[src/rtl/jtag_pkg.sv]
// Shared types and constants for the jtag command front-end and its neighbours.
package jtag_pkg;

  typedef enum logic [2:0] {
    ST_IDLE,
    ST_LOAD_IR,
    ST_LOAD_DR,
    ST_START,
    ST_WAIT_BUSY,
    ST_WAIT_DONE
  } state_e;

  localparam logic OP_IR = 1'b0;
  localparam logic OP_DR = 1'b1;

  localparam int DEFAULT_DR_WORDS = 4;

endpackage

[src/rtl/jtag_cmd_sequencer.sv]
// Command front-end for the jtag shift engine: loads the IR/DR FIFO, pulses work,
// holds op for the whole transaction and reports done or a start timeout.
module jtag_cmd_sequencer
  import jtag_pkg::*;
#(
  parameter int DATA_INSTRUCTION = 10,
  parameter int DATA_FIFO        = 8,
  parameter int DR_WORDS         = DEFAULT_DR_WORDS,
  parameter int TIMEOUT          = 255
) (
  input  logic                          clk,
  input  logic                          rst,
  input  logic                          cmd_valid,
  output logic                          cmd_ready,
  input  logic                          cmd_op,
  input  logic [DATA_FIFO*DR_WORDS-1:0] cmd_payload,
  output logic                          done,
  output logic                          err,
  output logic                          op,
  output logic                          work,
  input  logic                          busy,
  output logic [DATA_INSTRUCTION-1:0]   wdata_instruction,
  output logic                          wr_instruction,
  input  logic                          full_instruction,
  output logic [DATA_FIFO-1:0]          wdata_data,
  output logic                          wr_data,
  input  logic                          full_data
);

  localparam int PW = DATA_FIFO * DR_WORDS;
  localparam int KW = (DR_WORDS > 1) ? $clog2(DR_WORDS) : 1;
  localparam int CW = $clog2(TIMEOUT + 1);

  state_e                      state_q, state_d;
  logic                        cmd_op_q, cmd_op_d;
  logic [PW-1:0]               payload_q, payload_d;
  logic [KW-1:0]               k_q, k_d;
  logic [CW-1:0]               cnt_q, cnt_d;
  logic                        done_q, done_d;
  logic                        err_q, err_d;
  logic                        op_q, op_d;
  logic                        work_q, work_d;
  logic                        wr_instruction_q, wr_instruction_d;
  logic                        wr_data_q, wr_data_d;
  logic [DATA_INSTRUCTION-1:0] wdata_instruction_q, wdata_instruction_d;
  logic [DATA_FIFO-1:0]        wdata_data_q, wdata_data_d;

  assign cmd_ready = (state_q == ST_IDLE) && !busy;

  always_comb begin
    state_d             = state_q;
    cmd_op_d            = cmd_op_q;
    payload_d           = payload_q;
    k_d                 = k_q;
    cnt_d               = cnt_q;
    op_d                = op_q;
    wdata_instruction_d = wdata_instruction_q;
    wdata_data_d        = wdata_data_q;
    done_d              = 1'b0;
    err_d               = 1'b0;
    work_d              = 1'b0;
    wr_instruction_d    = 1'b0;
    wr_data_d           = 1'b0;

    unique case (state_q)
      ST_IDLE: begin
        if (cmd_valid && cmd_ready) begin
          cmd_op_d  = cmd_op;
          payload_d = cmd_payload;
          k_d       = '0;
          state_d   = (cmd_op == OP_DR) ? ST_LOAD_DR : ST_LOAD_IR;
        end
      end
      ST_LOAD_IR: begin
        if (!full_instruction) begin
          wr_instruction_d    = 1'b1;
          wdata_instruction_d = payload_q[DATA_INSTRUCTION-1:0];
          state_d             = ST_START;
        end
      end
      // Least significant byte first so payload bit 0 is the first bit shifted out.
      ST_LOAD_DR: begin
        if (!full_data) begin
          wr_data_d    = 1'b1;
          wdata_data_d = payload_q[DATA_FIFO*k_q +: DATA_FIFO];
          k_d          = k_q + KW'(1);
          if (k_q == KW'(DR_WORDS - 1)) begin
            state_d = ST_START;
          end
        end
      end
      ST_START: begin
        op_d    = cmd_op_q;
        work_d  = 1'b1;
        cnt_d   = '0;
        state_d = ST_WAIT_BUSY;
      end
      ST_WAIT_BUSY: begin
        cnt_d = cnt_q + CW'(1);
        if (busy) begin
          state_d = ST_WAIT_DONE;
        end else if (cnt_d == CW'(TIMEOUT)) begin
          err_d   = 1'b1;
          op_d    = OP_IR;
          state_d = ST_IDLE;
        end
      end
      ST_WAIT_DONE: begin
        if (!busy) begin
          done_d  = 1'b1;
          op_d    = OP_IR;
          state_d = ST_IDLE;
        end
      end
      default: state_d = ST_IDLE;
    endcase
  end

  always_ff @(posedge clk) begin
    if (rst) begin
      state_q             <= ST_IDLE;
      cmd_op_q            <= OP_IR;
      payload_q           <= '0;
      k_q                 <= '0;
      cnt_q               <= '0;
      done_q              <= 1'b0;
      err_q               <= 1'b0;
      op_q                <= OP_IR;
      work_q              <= 1'b0;
      wr_instruction_q    <= 1'b0;
      wr_data_q           <= 1'b0;
      wdata_instruction_q <= '0;
      wdata_data_q        <= '0;
    end else begin
      state_q             <= state_d;
      cmd_op_q            <= cmd_op_d;
      payload_q           <= payload_d;
      k_q                 <= k_d;
      cnt_q               <= cnt_d;
      done_q              <= done_d;
      err_q               <= err_d;
      op_q                <= op_d;
      work_q              <= work_d;
      wr_instruction_q    <= wr_instruction_d;
      wr_data_q           <= wr_data_d;
      wdata_instruction_q <= wdata_instruction_d;
      wdata_data_q        <= wdata_data_d;
    end
  end

  assign done              = done_q;
  assign err               = err_q;
  assign op                = op_q;
  assign work              = work_q;
  assign wr_instruction    = wr_instruction_q;
  assign wr_data           = wr_data_q;
  assign wdata_instruction = wdata_instruction_q;
  assign wdata_data        = wdata_data_q;

endmodule

[config.mk]
export PLATFORM = sky130hd
export DESIGN_NAME = jtag_cmd_sequencer
export DESIGN_NICKNAME = d
export VERILOG_FILES = /design/src/rtl/jtag_pkg.sv /design/src/rtl/jtag_cmd_sequencer.sv
export SDC_FILE = /design/constraint.sdc
export NUM_CORES = 1
export LEC_CHECK = 0
export CAP_MARGIN = 20
export CORE_ASPECT_RATIO = 1.1
export CORE_MARGIN = 4
export CORE_UTILIZATION = 45
export CTS_CLUSTER_DIAMETER = 120
export DETAILED_ROUTE_END_ITERATION = 10
export GPL_ROUTABILITY_DRIVEN = 0
export PLACE_DENSITY = 0.72
export SLEW_MARGIN = 20
export SYNTH_ARGS = -nofsm -noshare
export SYNTH_HDL_FRONTEND = slang
export SYNTH_SLANG_ARGS = --single-unit
[constraint.sdc]
create_clock -name clk -period 1.9 [get_ports clk]
set_input_delay 0.38 -clock clk [delete_from_list [all_inputs] [get_ports clk]]
set_output_delay 0.38 -clock clk [all_outputs]
set_load 0.02 [all_outputs]
==> Word-level counts from Yosys, hierarchy flattened <==
Index checks and enable logic that the tools add are counted.
{ "totals": {"register_bits": 70, "output_inout_bits": 25, "elab_cells": 76} }
{ "classes": {"addsub": 2, "eq_ne": 15, "n_shift": 1, "mux": 22, "n_bitwise": 6, "n_reduce_logical": 17} }
{ "op_table": {"columns": ["operator", "n"], "rows": [
  ["$shiftx 32x6->8", 1],
  ["$mux 3", 7],
  ["$pmux 3 s6", 1],
  ["$pmux 8 s2", 1],
  ["$ne 2x2->1 const B", 6],
  ["$add 8x1->8 const B", 1],
  ["$eq 8x8->1 const B", 1],
  ["$mux 1", 8],
  ["$eq 3x2->1 const B", 2],
  ["$eq 3x3->1 const B", 2],
  ["$mux 2", 3],
  ["$not 1->1", 6],
  ["$reduce_and 2->1", 3],
  ["$reduce_and 6->1", 1],
  ["$reduce_or 2->1", 3],
  ["$pmux 2 s2", 1],
  ["$reduce_and 4->1", 1],
  ["$reduce_bool 2->1", 2],
  ["$eq 3x1->1 const B", 1],
  ["$logic_not 3->1", 1],
  ["$ne 3x3->1 const B", 1],
  ["$pmux 1 s3", 1],
  ["$reduce_and 3->1", 1],
  ["$reduce_bool 3->1", 1],
  ["other kinds (6)", 7]
]} }

==> Logic depth before layout (Yosys ltp) <==
Gate-level depths: netlist of run 1.
{ "logic_depth": {"ltp_word": 5, "ltp_mapped": 7} }

==> Least setup slack after synthesis of run 1 <==
OpenSTA, ideal clock, no wires.
{ "synth_path": {"kind": "register -> output", "startpoint": "register state_q[2]", "endpoint": "output port cmd_ready", "arrival_ns": 1.405, "required_ns": 1.520, "setup_slack_ns": 0.115, "path_stages_with_launch": 4, "path_buffers": 2, "path_cell_list": "dfxtp_1 buf_2 clkbuf_1 nor4_1"} }
{ "synth_via": {"elab_chain_cells": 2} }
{ "synth_rtl": {"columns": ["element", "line", "text"], "rows": [
  ["start: declaration", "jtag_cmd_sequencer.sv:34", "state_e state_q, state_d;"],
  ["start signal: assignment", "jtag_cmd_sequencer.sv:135", "state_q <= state_d;"],
  ["$logic_not 3->1", "jtag_cmd_sequencer.sv:48", "assign cmd_ready = (state_q == ST_IDLE) && !busy;"],
  ["$logic_and 1x1->1", "jtag_cmd_sequencer.sv:48", null],
  ["end: declaration", "jtag_cmd_sequencer.sv:14", "output logic cmd_ready,"]
]} }
Every way passes these cells.

==> Worst setup path after layout of run 1 <==
{ "layout_path": {"startpoint": "register cnt_q[0]", "endpoint": "register err_q (netlist: err)"} }
{ "layout_via": {"elab_chain_cells": 3} }
{ "layout_rtl": {"columns": ["element", "line", "text"], "rows": [
  ["start: declaration", "jtag_cmd_sequencer.sv:38", "logic [CW-1:0] cnt_q, cnt_d;"],
  ["start signal: assignment", "jtag_cmd_sequencer.sv:139", "cnt_q <= cnt_d;"],
  ["$add 8x1->8", "jtag_cmd_sequencer.sv:99", "cnt_d = cnt_q + CW'(1);"],
  ["$eq 8x8->1", "jtag_cmd_sequencer.sv:102", "end else if (cnt_d == CW'(TIMEOUT)) begin"],
  ["$mux 1", "jtag_cmd_sequencer.sv:102", null],
  ["end signal: assignment", "jtag_cmd_sequencer.sv:141", "err_q <= err_d;"],
  ["end: declaration", "jtag_cmd_sequencer.sv:40", "logic err_q, err_d;"]
]} }
Every way passes these cells.
A chain may end at the register's enable or synchronous reset.

==> flow_summary.yaml, run 1 <==
place:
  dpl.cell_count: 498
  dp_slack_ns: -0.118
  dpl-instance-area_sq_mm: 0.00378
  port_buffers: 63
  hpwl_mm: 5.04
timing:
  fin_crit_sh_pct: 94.9
  tns_ns: 0
  setup_slack_ns: 0.0974
  finalHoldViolations: 0
  finalCriticalPeriod_ns: 1.80
  hold-worst-slack_ns: 0.454
  timing.fmax_mhz: 555
  rsz0062_at_grt: "false"
  tightest_slew_ns: 0.571
  final-setup-viol-count: 0
  slew_headroom_pct: 62.0
  slew_viol_final: 0
  clock_skew_ns: 0.00678
die:
  die_w_microns: 86.4
  core_region_area_sq_mm: 0.00659
  die_y_microns: 94.2
  rows: 31
  die_area_sq_mm: 0.00813
  initial_core_util_pct: 46.1
  ios: 64
layout:
  multiInputGateArea_sq_mm: 0.00150
  fin_area_sq_mm: 0.00396
  fin_util_pct: 60.1
  area_delta_synth_final_pct: 30.3
  regArea_sq_mm: 0.00140
  n_antenna_cell: 0
  drive_gt1_share_pct: 10.9
  fillCellCount: 621
  fin_nets: 469
  layout.cells.non_filler: 512
global_routing:
  grt_pass1_vias: 2578
  grt_pass1_wl_mm: 11.7
  antenna_found_initial: 0
  grt_max_degree: 43
  grt_usage_pct: 18.6
  grt-ovfl-total: 0
power_and_ir_drop:
  leakagePower_nw: 1.39
  switchingPower_mw: 0.825
  p_seq_share_pct: 49.1
  clkPwrFrac_pct: 36.6
  power.total_mw: 3.20
  power_density_mw_per_mm2: 807
  ir_drop_uv: 427
  swShare_pct: 25.8
  combPwrFrac_pct: 14.4
  intPower_mw: 2.37
worst_setup_path:
  cp-end-kind: "flip-flop"
  cpPeakStageDelay_ns: 0.44
  cp-start-kind: "flip-flop"
  crit_path_top_delay_cell: "dfxtp_1"
  crit-reg2reg-launch: "cnt_q[0]"
  arrival_ns: 2.10
  crit_type: "flip-flop to flip-flop"
  critical_path_required_ns: 2.19
  crit_fanout: 7
  path_cells: "ha_1 > and4_4 > nand2_1 > xor2_1 > nor4_4 > and3_1"
  crit_start: "cnt_q[0]"
clock_network:
  htreeDepth: 3
  cts_sinks: 70
  root_buffer: "clkbuf_8"
  cts_tree: "done"
  cts_setup_buffers: 0
  cts_made_buffers: 9
  postCtsHoldBufs: 0
  clkLatencyLatePin_ns: 0.35
  clockBufferDepth: 2
  clkSlewWorstSetupHoldPaths_ns: 0.07
  postCtsResizedCells: 1
min_path:
  hp-class: "flip-flop to flip-flop"
  hold_start: "wdata_data[3]"
detailed_routing:
  drtPass1Iterations: 4
  ant_nets: 0
  routedWlPerCell_microns: 14.3
  route.detailed.drc: 0
  vias: 2719
  first_iter_violations: 146
  viasPerCell: 5.31
  wl_mm: 7.30
synth:
  netlist_area_sq_mm: 0.00304
  synthArstFlopShare_pct: 0
  syn-num-nets: 408
  syn_inst: 366
  avgSynthCellArea_sq_um: 8.30
  ys_ff_latch: 70
  yosysSeqAreaShare_pct: 46.1
  ys.flop_type: "dfxtp_1"
  ys_warn_count: 0
  synth_cell_type_count: 45
  synth_edf_count: 0
job:
  cap_viol_max_count: 0
outcome:
  status: "finished, final reports clean"
## sequential cells by signal, summed over array words and instances (netlist names), 2 cells and up
signal and flops:
state_q 3, cnt_q 8, wdata_instruction 10, k_q 2
wdata_data 8, payload_q 32
## power groups by stage
stage / registers [mW] / clock network [mW] / logic, mW
floorplan: 1.60 / 0 / 0.264
global placement: 1.60 / 0 / 0.457
detailed placement: 1.60 / 0 / 0.462
CTS: 1.57 / 1.19 / 0.462
global route: 1.57 / 1.24 / 0.508
finish: 1.57 / 1.17 / 0.459
## layer usage
metal | GRT usage, % | wire (microns) | vias up
met1 | 23.1 | 3250 | 1279
met4 | 8.05 | 119 | 0
li1 | - | - | 1361
met5 | 0 | 0 | -
met3 | 4.21 | 379 | 8
met2 | 30.7 | 3550 | 71
## path summary, 6_finish.rpt
check | slack [ns] | cells after the start | endpoint
hold / removal | 0.45 | 2 | wdata_data[3]
setup reg to reg | 0.1 | 6 | err
setup / recovery | 0.1 | 6 | err
hold reg to reg | 0.45 | 2 | wdata_data[3]
## critical path, delay by kind of cell (launching register included)
family / cells / cell delay [ns]
XOR/XNOR: 1 / 0.18
adder cells (fa/ha/maj): 1 / 0.31
flip-flops: 1 / 0.44
AND/OR/NAND/NOR: 4 / 0.81
## Yosys cell counts (2+ instances only)
cell type    n  area, sq um
a2111oi_0    3         26.3
a21oi_1     67          335
a31oi_1      2         12.5
a41oi_1      2         17.5
and3_1       4         25.0
buf_2       11         55.1
buf_4        2         15.0
clkbuf_1    11         41.3
dfxtp_1     70         1400
ha_1         3         37.5
inv_1        3         11.3
mux2i_1      2         20.0
mux4_2       8          180
nand2_1    114          428
nand2b_1     2         12.5
nand3_1      6         30.0
nor2_1      13         48.8
nor2_4       2         22.5
nor2b_1      4         25.0
nor3b_1      3         22.5
nor4_1       3         18.8
o21ai_0      5         25.0
or3_1        2         12.5
xnor2_1      2         17.5
xor2_1       2         17.5
## cell type report
class	instances	share of cell area, %
clock buffer	10	3.47
clock inverter	4	1.23
inverter	3	0.284
multi-input combinational	267	37.9
sequential	70	35.4
tap	82	2.59
timing repair buffer	76	19.2
## cells in the final DEF (no fill, tap or decap), drive strengths merged, types with 2 or more instances in the layout
cell type and count:
nand3 7, mux4 8, nand2 115, and3 4
a31oi 2, dfxtp 70, a41oi 2, nor3 3
clkbuf 10, nand2b 2, clkinv 3, nor4 5
nor3b 3, nor2b 4, inv 3, xor2 2
or3 2, a21oi 67, a2111oi 4, ha 3
o21ai 6, buf 14, clkdlybuf4s50 61, mux2i 2
nor2 16, xnor2 2
## cell families (layout without fill, tap and decap cells)
family	Yosys count	count (layout)	share of synthesized area [%]
compound gates	84	84	14.9
xor+xnor	4	4	1.15
fa+ha+maj	3	3	1.24
buf+inv	29	93	4.53
flops	70	70	46.1
mux	10	10	6.59
simple gates	166	166	25.4
Note: power is estimated with default switching activity, not from simulation.
==> inputs of run 2 (changes only) <==
--- a/config.mk
+++ b/config.mk
@@ -12,7 +12,7 @@
 export CTS_CLUSTER_DIAMETER = 120
 export DETAILED_ROUTE_END_ITERATION = 10
 export GPL_ROUTABILITY_DRIVEN = 0
-export PLACE_DENSITY = 0.72
+export PLACE_DENSITY = 0.75
 export SLEW_MARGIN = 20
 export SYNTH_ARGS = -nofsm -noshare
 export SYNTH_HDL_FRONTEND = slang
==> constraint.sdc (replaced) <==
create_clock -name clk -period 1.64 [get_ports clk]
set_input_delay 0.328 -clock clk [delete_from_list [all_inputs] [get_ports clk]]
set_output_delay 0.328 -clock clk [all_outputs]
set_load 0.02 [all_outputs]
==> flow_summary.yaml, run 2 (same netlist as run 1, synthesis figures left out) <==
outcome:
  status: "finished, final reports clean"
die:
  initial_core_util_pct: 46.1
  die_y_microns: 94.2
  die_area_sq_mm: 0.00813
  rows: 31
  die_w_microns: 86.4
  core_region_area_sq_mm: 0.00659
  ios: 64
detailed_routing:
  drtPass1Iterations: 4
  viasPerCell: 5.31
  route.detailed.drc: 0
  first_iter_violations: 152
  routedWlPerCell_microns: 14.0
  ant_nets: 0
  vias: 2763
  wl_mm: 7.30
global_routing:
  use_met1_pct: 23.0
  antenna_found_initial: 0
  grt_pass1_wl_mm: 11.8
  grt-ovfl-total: 0
  use_met3_pct: 3.77
  grt_max_degree: 57
  grt_usage_pct: 18.5
  grt_pass1_vias: 2609
  busiest_layer: "met2"
  use_met2_pct: 30.3
timing:
  fin_crit_sh_pct: 96.9
  finalHoldViolations: 0
  setup_slack_ns: 0.0504
  finalCriticalPeriod_ns: 1.59
  timing.fmax_mhz: 629
  tns_ns: 0
  slew_headroom_pct: 73.7
  rsz0062_at_grt: "true"
  final-setup-viol-count: 0
  slew_viol_final: 0
  clock_skew_ns: 0.00647
  tightest_slew_ns: 0.385
power_and_ir_drop:
  ir_drop_uv: 524
  leakagePower_nw: 1.63
  power.total_mw: 4.03
  power_density_mw_per_mm2: 981
layout:
  area_delta_synth_final_pct: 35.1
  largest_reg_flops: 32
  fillCellCount: 595
  fin_area_sq_mm: 0.00411
  fin_nets: 475
  final_cell_mix: "nand2_1 (113), a21oi_1 (67), dfxtp_1 (67)"
  final_common_cell: "nand2_1"
  regMostFlops: "payload_q"
  drive_gt1_share_pct: 13.9
  n_antenna_cell: 0
clock_network:
  cts_setup_buffers: 0
  postCtsHoldBufs: 0
  root_buffer: "clkbuf_8"
  clkSlewWorstSetupHoldPaths_ns: 0.08
  clkLatencyLatePin_ns: 0.34
  clockBufferDepth: 2
  cts_sinks: 70
  cts_made_buffers: 9
  htreeDepth: 3
  cts_tree: "done"
worst_setup_path:
  crit_type: "flip-flop to primary output"
  reg2reg_slack_ns: 0.09
  cp-start-kind: "flip-flop"
  critical_path_required_ns: 1.31
  cp-end-kind: "primary output"
  crit_fanout: 2
  arrival_ns: 1.26
job:
  cap_viol_max_count: 0
min_path:
  hp-class: "input pin to flip-flop"
place:
  port_buffers: 63
  dp_slack_ns: -0.232
  hpwl_mm: 5.08
  dpl-instance-area_sq_mm: 0.00383
## run 2: what timing repair did
item | in CTS | in global routing
pin swaps | 1 | 2
endpoints found under the hold margin | 0 | 0
setup endpoints to repair | 17 | 27
resized for setup | 15 | 15
gates cloned | 0 | 0
## run 2: worst max-delay path, stage by stage, from the launching register on
cell           delay, ns
dfxtp_1             0.33
nor4_2              0.24
dlygate4sd2_1       0.36
## run 2: final timing paths
kind	start	endpoint	depth (start not counted)
setup / recovery	state_q[2]	cmd_ready	2
hold / removal	rst	wdata_instruction[0]	2
setup reg to reg	cnt_q[0]	err	6
hold reg to reg	wdata_data[6]	wdata_data[6]	2
## run 2: layout make-up
type	count	area [sq um]	area share [%]
clock buffers	11	131	3.20
clock inverters	5	108	2.62
inverters	3	11.3	0.274
multi-input cells	267	1540	37.4
flip-flops and latches	70	1410	34.2
well taps	82	103	2.50
repair buffers	82	812	19.8
## run 2: routing by layer
layer  wire, microns  up-vias
li1                -     1382
met2            3620       72
met1            3160     1296
met5               0        -
met3             341       13
met4             171        0
## run 2: where the power goes
group | internal, mW | total, mW | leakage (nW) | switching [mW]
combinational | 0.261 | 0.553 | 0.944 | 0.292
clock | 1.02 | 1.66 | 0.118 | 0.642
sequential | 1.77 | 1.82 | 0.569 | 0.0456
total | 3.05 | 4.03 | 1.63 | 0.980
## run 2: metrics by stage
step,hold WS [ns],instances,utilization [%]
2_1_floorplan,0.433,366,-
6_report,0.368,520,62.3
5_1_grt,0.361,520,62.3
3_5_place_dp,0.447,504,58.0
4_1_cts,0.351,520,61.7
3_3_place_gp,0.439,504,58.0
